`src/rtl/ttt_turn_ctrl.sv`:
```
// Turn sequencer and move arbiter for the tic-tac-toe board: serves one player's req/ack at a time,
// rejects illegal moves, writes legal ones to the board, and ends the game on win, draw or timeout.
module ttt_turn_ctrl #(
    parameter int TIMEOUT_CYCLES = 255
) (
    input  logic       clk,
    input  logic       reset,
    input  logic       start,
    input  logic       p0_req,
    input  logic [1:0] p0_x,
    input  logic [1:0] p0_y,
    output logic       p0_ack,
    input  logic       p1_req,
    input  logic [1:0] p1_x,
    input  logic [1:0] p1_y,
    output logic       p1_ack,
    output logic       reject,
    output logic       brd_en,
    output logic [1:0] brd_x,
    output logic [1:0] brd_y,
    output logic [1:0] brd_player,
    output logic       brd_clr,
    input  logic       brd_winner,
    output logic       turn,
    output logic       game_over,
    output logic [1:0] result,
    output logic       forfeit
);
    localparam int TW = (TIMEOUT_CYCLES > 1) ? $clog2(TIMEOUT_CYCLES) : 1;

    typedef enum logic [2:0] {IDLE, CLEAR, TURN, ISSUE, CHECK, DONE} state_t;

    state_t          state_q;
    logic            turn_q, starter_q;
    logic            p0_ack_q, p1_ack_q, reject_q, brd_en_q, brd_clr_q;
    logic [1:0]      brd_x_q, brd_y_q;
    logic            game_over_q, forfeit_q;
    logic [1:0]      result_q;
    logic [8:0]      map_q;
    logic [3:0]      cnt_q;
    logic [TW-1:0]   tcnt_q;

    logic            cur_req, cur_ack, cur_legal, take, bad;
    logic [1:0]      cur_x, cur_y;
    logic [3:0]      cur_idx, lat_idx;

    // A request is only eligible while its own ack is low, so a held req is consumed once.
    always_comb begin
        cur_req   = turn_q ? p1_req : p0_req;
        cur_ack   = turn_q ? p1_ack_q : p0_ack_q;
        cur_x     = turn_q ? p1_x : p0_x;
        cur_y     = turn_q ? p1_y : p0_y;
        cur_idx   = ({2'b00, cur_x} * 4'd3) + {2'b00, cur_y};
        lat_idx   = ({2'b00, brd_x_q} * 4'd3) + {2'b00, brd_y_q};
        cur_legal = 1'b0;
        if (cur_x != 2'd3 && cur_y != 2'd3 && cur_idx < 4'd9)
            cur_legal = !map_q[cur_idx];
        take = (state_q == TURN) && cur_req && !cur_ack && cur_legal;
        bad  = (state_q == TURN) && cur_req && !cur_ack && !cur_legal;
    end

    always_ff @(posedge clk or posedge reset) begin
        if (reset) begin
            state_q     <= IDLE;
            turn_q      <= 1'b0;
            starter_q   <= 1'b0;
            p0_ack_q    <= 1'b0;
            p1_ack_q    <= 1'b0;
            reject_q    <= 1'b0;
            brd_en_q    <= 1'b0;
            brd_clr_q   <= 1'b0;
            brd_x_q     <= 2'd0;
            brd_y_q     <= 2'd0;
            game_over_q <= 1'b0;
            result_q    <= 2'b00;
            forfeit_q   <= 1'b0;
            map_q       <= 9'd0;
            cnt_q       <= 4'd0;
            tcnt_q      <= '0;
        end else begin
            p0_ack_q  <= 1'b0;
            p1_ack_q  <= 1'b0;
            reject_q  <= 1'b0;
            brd_en_q  <= 1'b0;
            brd_clr_q <= 1'b0;
            case (state_q)
                IDLE, DONE: begin
                    if (start) begin
                        state_q     <= CLEAR;
                        brd_clr_q   <= 1'b1;
                        turn_q      <= starter_q;
                        starter_q   <= ~starter_q;
                        game_over_q <= 1'b0;
                        result_q    <= 2'b00;
                        forfeit_q   <= 1'b0;
                    end
                end
                CLEAR: begin
                    map_q   <= 9'd0;
                    cnt_q   <= 4'd0;
                    tcnt_q  <= '0;
                    state_q <= TURN;
                end
                TURN: begin
                    if (take) begin
                        state_q  <= ISSUE;
                        brd_en_q <= 1'b1;
                        brd_x_q  <= cur_x;
                        brd_y_q  <= cur_y;
                        if (turn_q) p1_ack_q <= 1'b1;
                        else        p0_ack_q <= 1'b1;
                    end else begin
                        if (bad) begin
                            reject_q <= 1'b1;
                            if (turn_q) p1_ack_q <= 1'b1;
                            else        p0_ack_q <= 1'b1;
                        end
                        if (tcnt_q == TW'(TIMEOUT_CYCLES - 1)) begin
                            state_q     <= DONE;
                            game_over_q <= 1'b1;
                            forfeit_q   <= 1'b1;
                            result_q    <= turn_q ? 2'b01 : 2'b10;
                        end else begin
                            tcnt_q <= tcnt_q + TW'(1);
                        end
                    end
                end
                ISSUE: begin
                    map_q[lat_idx] <= 1'b1;
                    cnt_q          <= cnt_q + 4'd1;
                    state_q        <= CHECK;
                end
                CHECK: begin
                    // A line completed by the ninth move is a win, so the winner flag outranks the draw count.
                    if (brd_winner) begin
                        state_q     <= DONE;
                        game_over_q <= 1'b1;
                        result_q    <= turn_q ? 2'b10 : 2'b01;
                    end else if (cnt_q == 4'd9) begin
                        state_q     <= DONE;
                        game_over_q <= 1'b1;
                        result_q    <= 2'b11;
                    end else begin
                        turn_q  <= ~turn_q;
                        tcnt_q  <= '0;
                        state_q <= TURN;
                    end
                end
                default: state_q <= IDLE;
            endcase
        end
    end

    assign p0_ack     = p0_ack_q;
    assign p1_ack     = p1_ack_q;
    assign reject     = reject_q;
    assign brd_en     = brd_en_q;
    assign brd_x      = brd_x_q;
    assign brd_y      = brd_y_q;
    assign brd_player = {1'b0, turn_q};
    assign brd_clr    = brd_clr_q;
    assign turn       = turn_q;
    assign game_over  = game_over_q;
    assign result     = result_q;
    assign forfeit    = forfeit_q;
endmodule

```
`config.mk`:
```
export PLATFORM = sky130hd
export DESIGN_NAME = ttt_turn_ctrl
export DESIGN_NICKNAME = d
export VERILOG_FILES = /design/src/rtl/ttt_turn_ctrl.sv
export SDC_FILE = /design/constraint.sdc
export NUM_CORES = 1
export LEC_CHECK = 0
export CAP_MARGIN = 15
export CORE_MARGIN = 2
export CORE_UTILIZATION = 25
export DETAILED_ROUTE_END_ITERATION = 12
export GPL_ROUTABILITY_DRIVEN = 0
export SYNTH_ARGS = -nofsm -noshare
export SYNTH_HDL_FRONTEND = slang
export SYNTH_SLANG_ARGS = --single-unit
```
`constraint.sdc`:
```
create_clock -name clk -period 5.2 [get_ports clk]
set_input_delay 0.78 -clock clk [delete_from_list [all_inputs] [get_ports clk]]
set_output_delay 0.78 -clock clk [all_outputs]
set_load 0.02 [all_outputs]
```
==> results.md, run 1 <==
* Post-synth EDFFs at 0
* Worst setup EP type: flip-flop
* YS warnings at 0
* Post-synth top cells: dfrtp_1, nor2_1, inv_1
* Clock transition at path regs at 0.09 ns
* Clk sinks at 39
* Final slew viol count at 0
* Pleak at 1.231 nW
* Worst vdd ir at 283.5 uV
* H-tree depth at 2
* Postcts setup bufs at 0
* Via count at 1759
* Antenna Cells at 0
* CTS Buf Count at 5
* CTS tree: built
* Mean Syn Cell Area at 9.713 sq um
* Synth Flop Type: dfrtp_1
* Met2 wire len at 2.504 mm
* TNS Setup at 0 ns
* Largest family of logic cells by synthesized area: simple AND/OR/NAND/NOR gates
* Asr flop ratio synth at 1.000
* RSZ-0062 raised after global routing: no
* P&R area growth vs syn at 22.93%
* Final ANT Viol Nets at 0
* Clock Tree Root: clkbuf_8
* Synth cell types at 49
* Power Density at 593.9 mW/mm^2
* Die ar. at 0.009789 sq mm
* Post_cts resized at 0
* Layout Utilization at 0.3176
* CP Class: input pin to flip-flop
* FF+latch count, synth at 39
* Pre-Repair DR Iteration Count at 4
* Top Layer Used: met4
* Met3 Wirelength at 174 microns
* Clock latency on the worst-skew pair at 0.30 ns
* Antenna violations before repair at 0
* WP data required at 5.39 ns
* Max Cap Viol at 0
* Hold Path Class: flip-flop to flip-flop
* Post-route DRC at 0
* First-pass GRT wire length at 8.459 mm
* Worst-path maximum fanout at 7
* Cell Area, Synth at 0.002253 sq mm
* Most numerous cell in the Yosys netlist: dfrtp_1
* Metal-1 WL at 2.288 mm
* Final hold viol count at 0
* Tmin final at 4.325 ns
* Die Wd at 98.94 microns
* Ranking of synthesized cells by area: dfrtp_1, ha_1, mux2_2
* Relative slew margins at 0.6056
* Gr ovfl total at 0
* GRT Total Usage at 0.1059
* Ratio of cells with drive above 1 in the final layout at 0.1073
* Worst setup SP type: input pin
* F_max at 231.2 MHz
* Routed length per instance at 13.51 microns
* Hold_buf cts at 0
* Skew final at 0.01132 ns
* Share of the synthesized area in the top cell type at 0.4331
* IO Port Bufs at 28
* Die Height at 98.94 microns
* Largest area contributor in the netlist: dfrtp_1
* Hpwl dp at 3.690 mm
* Post-synth net total at 259
* Via density at 4.767
* CP arrival at 4.52 ns
* Worst-Margin Slew at 0.5840 ns
* Sequential area share after synthesis at 0.4331
* Status: complete, no violations
* Initial core utilization at 0.2584
* Final period util at 0.8317
* Fraction of the mapped netlist area in adder cells at 0.08551
* Ports at 30
* Final wirelength at 4.986 mm
* Nets@finish at 287
* Area of the core at 0.008721 sq mm
* Maximum number of pins on one net before global-route repair at 40
* Mux cell area share after synthesis at 0.06274
* Cell Rows at 34
* Vias in the first global route at 1691
* Final-report setup violation count at 0
* Post-Synth XOR/XNOR Area at 0.003887
* Max clock buf depth at 2
* Synth Area in Simple Gates at 0.2010
* Synth Area in Compound Gates at 0.1532
* Iteration-0 DRC Markers at 113
* Mapped Cells at 232
-- registers in the layout, summed over array words and instances (netlist names), 2 cells and up --
signal and flops:
state_q 3, result 2, cnt_q 4, brd_y 2, tcnt_q 8, map_q 9
brd_x 2
-- worst max-delay path, stage by stage --
cell	delay, ns
clkdlybuf4s50_1	0.40
mux2_2	0.31
inv_1	0.13
fa_1	0.42
inv_1	0.07
ha_1	0.14
inv_1	0.05
fa_1	0.54
or4b_1	0.44
a222oi_1	0.30
and4_1	0.41
buf_4	0.20
mux2_2	0.33
-- through the flow --
step,total power [mW],area (sq um),setup slack [ns],instances,hold slack [ns]
after global routing,1.789,2770,0.6051,369,0.5287
after detailed placement,1.344,2634,0.5662,361,0.4765
after floorplan,1.095,2253,1.067,232,0.4442
final,1.645,2770,0.8752,369,0.4827
after global placement,1.332,2634,0.6811,361,0.4673
after CTS,1.658,2770,0.8752,369,0.4892
-- logic make-up (layout without fill, tap and decap cells) --
logic type      count (synthesis)  after routing
compound gates                 55             55
xor+xnor                        1              1
fa+ha+maj                      13             13
buf+inv                        29             58
flops                          39             39
mux                            12             12
other cells                     1              1
simple gates                   82             82
-- power breakdown --
part	switching, mW	leakage, nW	internal, mW
Sequential	0.0997	0.514	0.394
Clock	0.117	0.0644	0.191
Combinational	0.466	0.653	0.377
Total	0.683	1.23	0.962
-- layer usage --
layer  vias up  track usage
met5         -            0
met4         0      0.02529
met3         2      0.02411
met2        34       0.1752
met1       850       0.1410
li1        873            -
-- placed cells by master (no fill, tap or decap), types with 8 or more instances in the layout --
master,instances
dfrtp_1,39
clkdlybuf4s50_1,28
nor2_1,24
inv_1,18
a21oi_1,16
o21ai_0,14
nand2_1,13
ha_1,9
mux2_2,8
-- area by class of cell --
| class | count | area (sq um) |
|---|---|---|
| repair buffers | 32 | 310.3 |
| flip-flops and latches | 39 | 975.9 |
| inverters | 18 | 67.56 |
| fillers | 902 | 5951 |
| clock inverters | 3 | 67.56 |
| multi-input cells | 164 | 1145 |
| clock buffers | 5 | 68.82 |
| well taps | 108 | 135.1 |
-- path summary, 6_finish.rpt --
path	from	end	slack (ns)	cells past startpoint
worst max-delay path	p1_x[1]	brd_y[0]$_DFFE_PP0P_	0.88	13
worst min-delay path	cnt_q[3]$_DFFE_PP0P_	cnt_q[3]$_DFFE_PP0P_	0.48	1
worst max register to register	turn$_DFFE_PP0P_	brd_y[0]$_DFFE_PP0P_	1.04	13
worst min register to register	cnt_q[3]$_DFFE_PP0P_	cnt_q[3]$_DFFE_PP0P_	0.48	1
max in group asynchronous	reset	state_q[0]$_DFFE_PP0P_	3.96	3
min in group asynchronous	reset	starter_q$_DFFE_PP0P_	0.90	3
Note: power is estimated with default switching activity, not from simulation.
==> run 2, diff against run 1 <==
==> constraint.sdc (replaced) <==
create_clock -name clk -period 3.6 [get_ports clk]
set_input_delay 0.54 -clock clk [delete_from_list [all_inputs] [get_ports clk]]
set_output_delay 0.54 -clock clk [all_outputs]
set_load 0.02 [all_outputs]
==> run 2 against run 1 <==
Against the previous run: the flow now finishes with violations (negative setup slack); sequential power up 48%; setup slack worse by 1.0 ns; utilization is 3.3 points higher; worst hold slack worse by 0.0048 ns; register-to-register slack worse by 1.2 ns; critical path depth decreased by 1; flip-flop and latch count stayed put; clock power up 21%; non-clock buffer count is 24 higher; final area up 10%; final cell count grew 6.5%.
==> results.md, run 2 (synthesis results as in run 1) <==
* Status: finished with violations
* Failing checks: negative setup slack
* Worst setup SP type: flip-flop
* Final slew viol count at 0
* Worst setup EP type: flip-flop
* Hold_buf cts at 0
* Worst-path maximum fanout at 5
* Via density at 4.740
* IO Port Bufs at 28
* Max FFs per register at 9
* Worst-Margin Slew at 0.7067 ns
* Area of the core at 0.008721 sq mm
* Ratio of cells with drive above 1 in the final layout at 0.2561
* Final wirelength at 5.375 mm
* Die Height at 98.94 microns
* Gr ovfl total at 0
* Post-route DRC at 0
* Pre-Repair DR Iteration Count at 4
* Ports at 30
* CP Class: flip-flop to flip-flop
* Final-report setup violation count at 17
* Power Density at 849.4 mW/mm^2
* CP arrival at 3.93 ns
* Antenna Cells at 0
* Worst vdd ir at 241.6 uV
* Regs by FF count: map_q x9, tcnt_q x8, cnt_q x4
* Iteration-0 DRC Markers at 69
* CTS tree: built
* Vias in the first global route at 1816
* Skew final at 0.01175 ns
* Final ANT Viol Nets at 0
* Via count at 1863
* Final Cell Area at 0.003059 sq mm
* Routed length per instance at 13.68 microns
* Most flops, register: map_q
* Commonest non-fill, non-tap cell in the layout: dfrtp_1
* Hpwl dp at 3.816 mm
* Final period util at 1.040
* Grt peak-use layer: met2
* Maximum number of pins on one net before global-route repair at 40
* Nets@finish at 311
* Initial core utilization at 0.2584
* F_max at 267.2 MHz
* Relative slew margins at 0.5289
* Pleak at 1.386 nW
* P&R area growth vs syn at 35.76%
* Clock transition at path regs at 0.08 ns
* Antenna violations before repair at 0
* Hold Path Class: flip-flop to flip-flop
* Clk sinks at 39
* Layout Utilization at 0.3508
* Tot Pwr at 2.598 mW
* First-pass GRT wire length at 8.907 mm
* Die Wd at 98.94 microns
* Commonest non-fill, non-tap cells in the layout: dfrtp_1, clkdlybuf4s50_1, nor2_1
* WP data required at 3.79 ns
* Area post-placement at 0.002743 sq mm
* Clock latency on the worst-skew pair at 0.30 ns
* CTS Buf Count at 5
* Max clock buf depth at 2
* Final worst slack at -0.1427 ns
* Max Cap Viol at 0
* GR Util met1 at 0.1597
* H-tree depth at 2
* RSZ-0062 raised after global routing: yes
* Final hold viol count at 0
* Dpl ws at -0.6646 ns
* GRT Total Usage at 0.1129
* Tmin final at 3.743 ns
* M3 GR Usage at 0.02128
* Clock Tree Root: clkbuf_8
* Grt met2 use at 0.1752
* Die ar. at 0.009789 sq mm
* Cell Rows at 34
## run 2: changes by cell type in the layout (fill, tap and decap cells not counted), moves of 6 or more
cell / previous run / this run
buf_4: 4 / 18
buf_6: 0 / 10
clkdlybuf4s50_1: 28 / 22
dlygate4sd2_1: 0 / 6
## run 2: final cells by class
class	count	area, sq um
clock buffer	5	68.82
clock inverter	3	43.79
fill	880	5662
inverter	18	70.07
multi-input combinational	164	1244
sequential	39	977.2
tap	108	135.1
timing repair buffer	56	520.5
## run 2: critical path, stage by stage (launching register included)
cell and delay [ns]:
dfrtp_2 0.48, mux2_4 0.34, inv_4 0.06, fa_1 0.40
inv_1 0.07, ha_2 0.16, inv_2 0.03, fa_1 0.51
or4b_4 0.45, a222oi_1 0.33, and4_4 0.34, or4b_4 0.17
mux2_4 0.30
## run 2: what timing repair did
| action | 4_1_cts | 5_1_grt |
|---|---|---|
| gates resized for setup | 17 | 28 |
| setup endpoints to repair | 20 | 20 |
| setup buffers | 6 | 6 |
| pin swaps | 7 | 12 |
| gates cloned | 0 | 1 |
| endpoints found under the hold margin | 0 | 0 |
## run 2: worst paths after layout
kind	startpoint	endpoint	slack (ns)	cells after the start
max reg2reg	turn$_DFFE_PP0P_	result[0]$_DFFE_PP0P_	-0.14	12
max	turn$_DFFE_PP0P_	result[0]$_DFFE_PP0P_	-0.14	12
min reg2reg	cnt_q[3]$_DFFE_PP0P_	cnt_q[3]$_DFFE_PP0P_	0.48	1
max in group asynchronous	reset	turn$_DFFE_PP0P_	2.57	3
min in group asynchronous	reset	cnt_q[2]$_DFFE_PP0P_	0.65	3
min	cnt_q[3]$_DFFE_PP0P_	cnt_q[3]$_DFFE_PP0P_	0.48	1
## run 2: layer usage
metal  vias up  share of wire
met1       904           0.49
met4         0          0.010
li1        922              -
met2        32           0.47
met5         -              0
met3         5          0.033
## run 2: power breakdown
group / switching (mW) / leakage (nW) / internal [mW]
sequential: 0.162 / 0.513 / 0.570
clock: 0.167 / 0.0581 / 0.207
combinational: 0.756 / 0.815 / 0.736
total: 1.09 / 1.39 / 1.51
## run 2: metrics by stage
step           cells  hold slack, ns  TNS [ns]
2_1_floorplan    232          0.4442    -1.658
4_1_cts          387          0.4851    -1.268
3_5_place_dp     374          0.4680    -10.84
3_3_place_gp     374          0.4718    -8.736
5_1_grt          393          0.5028    -4.924
6_report         393          0.4780    -1.327
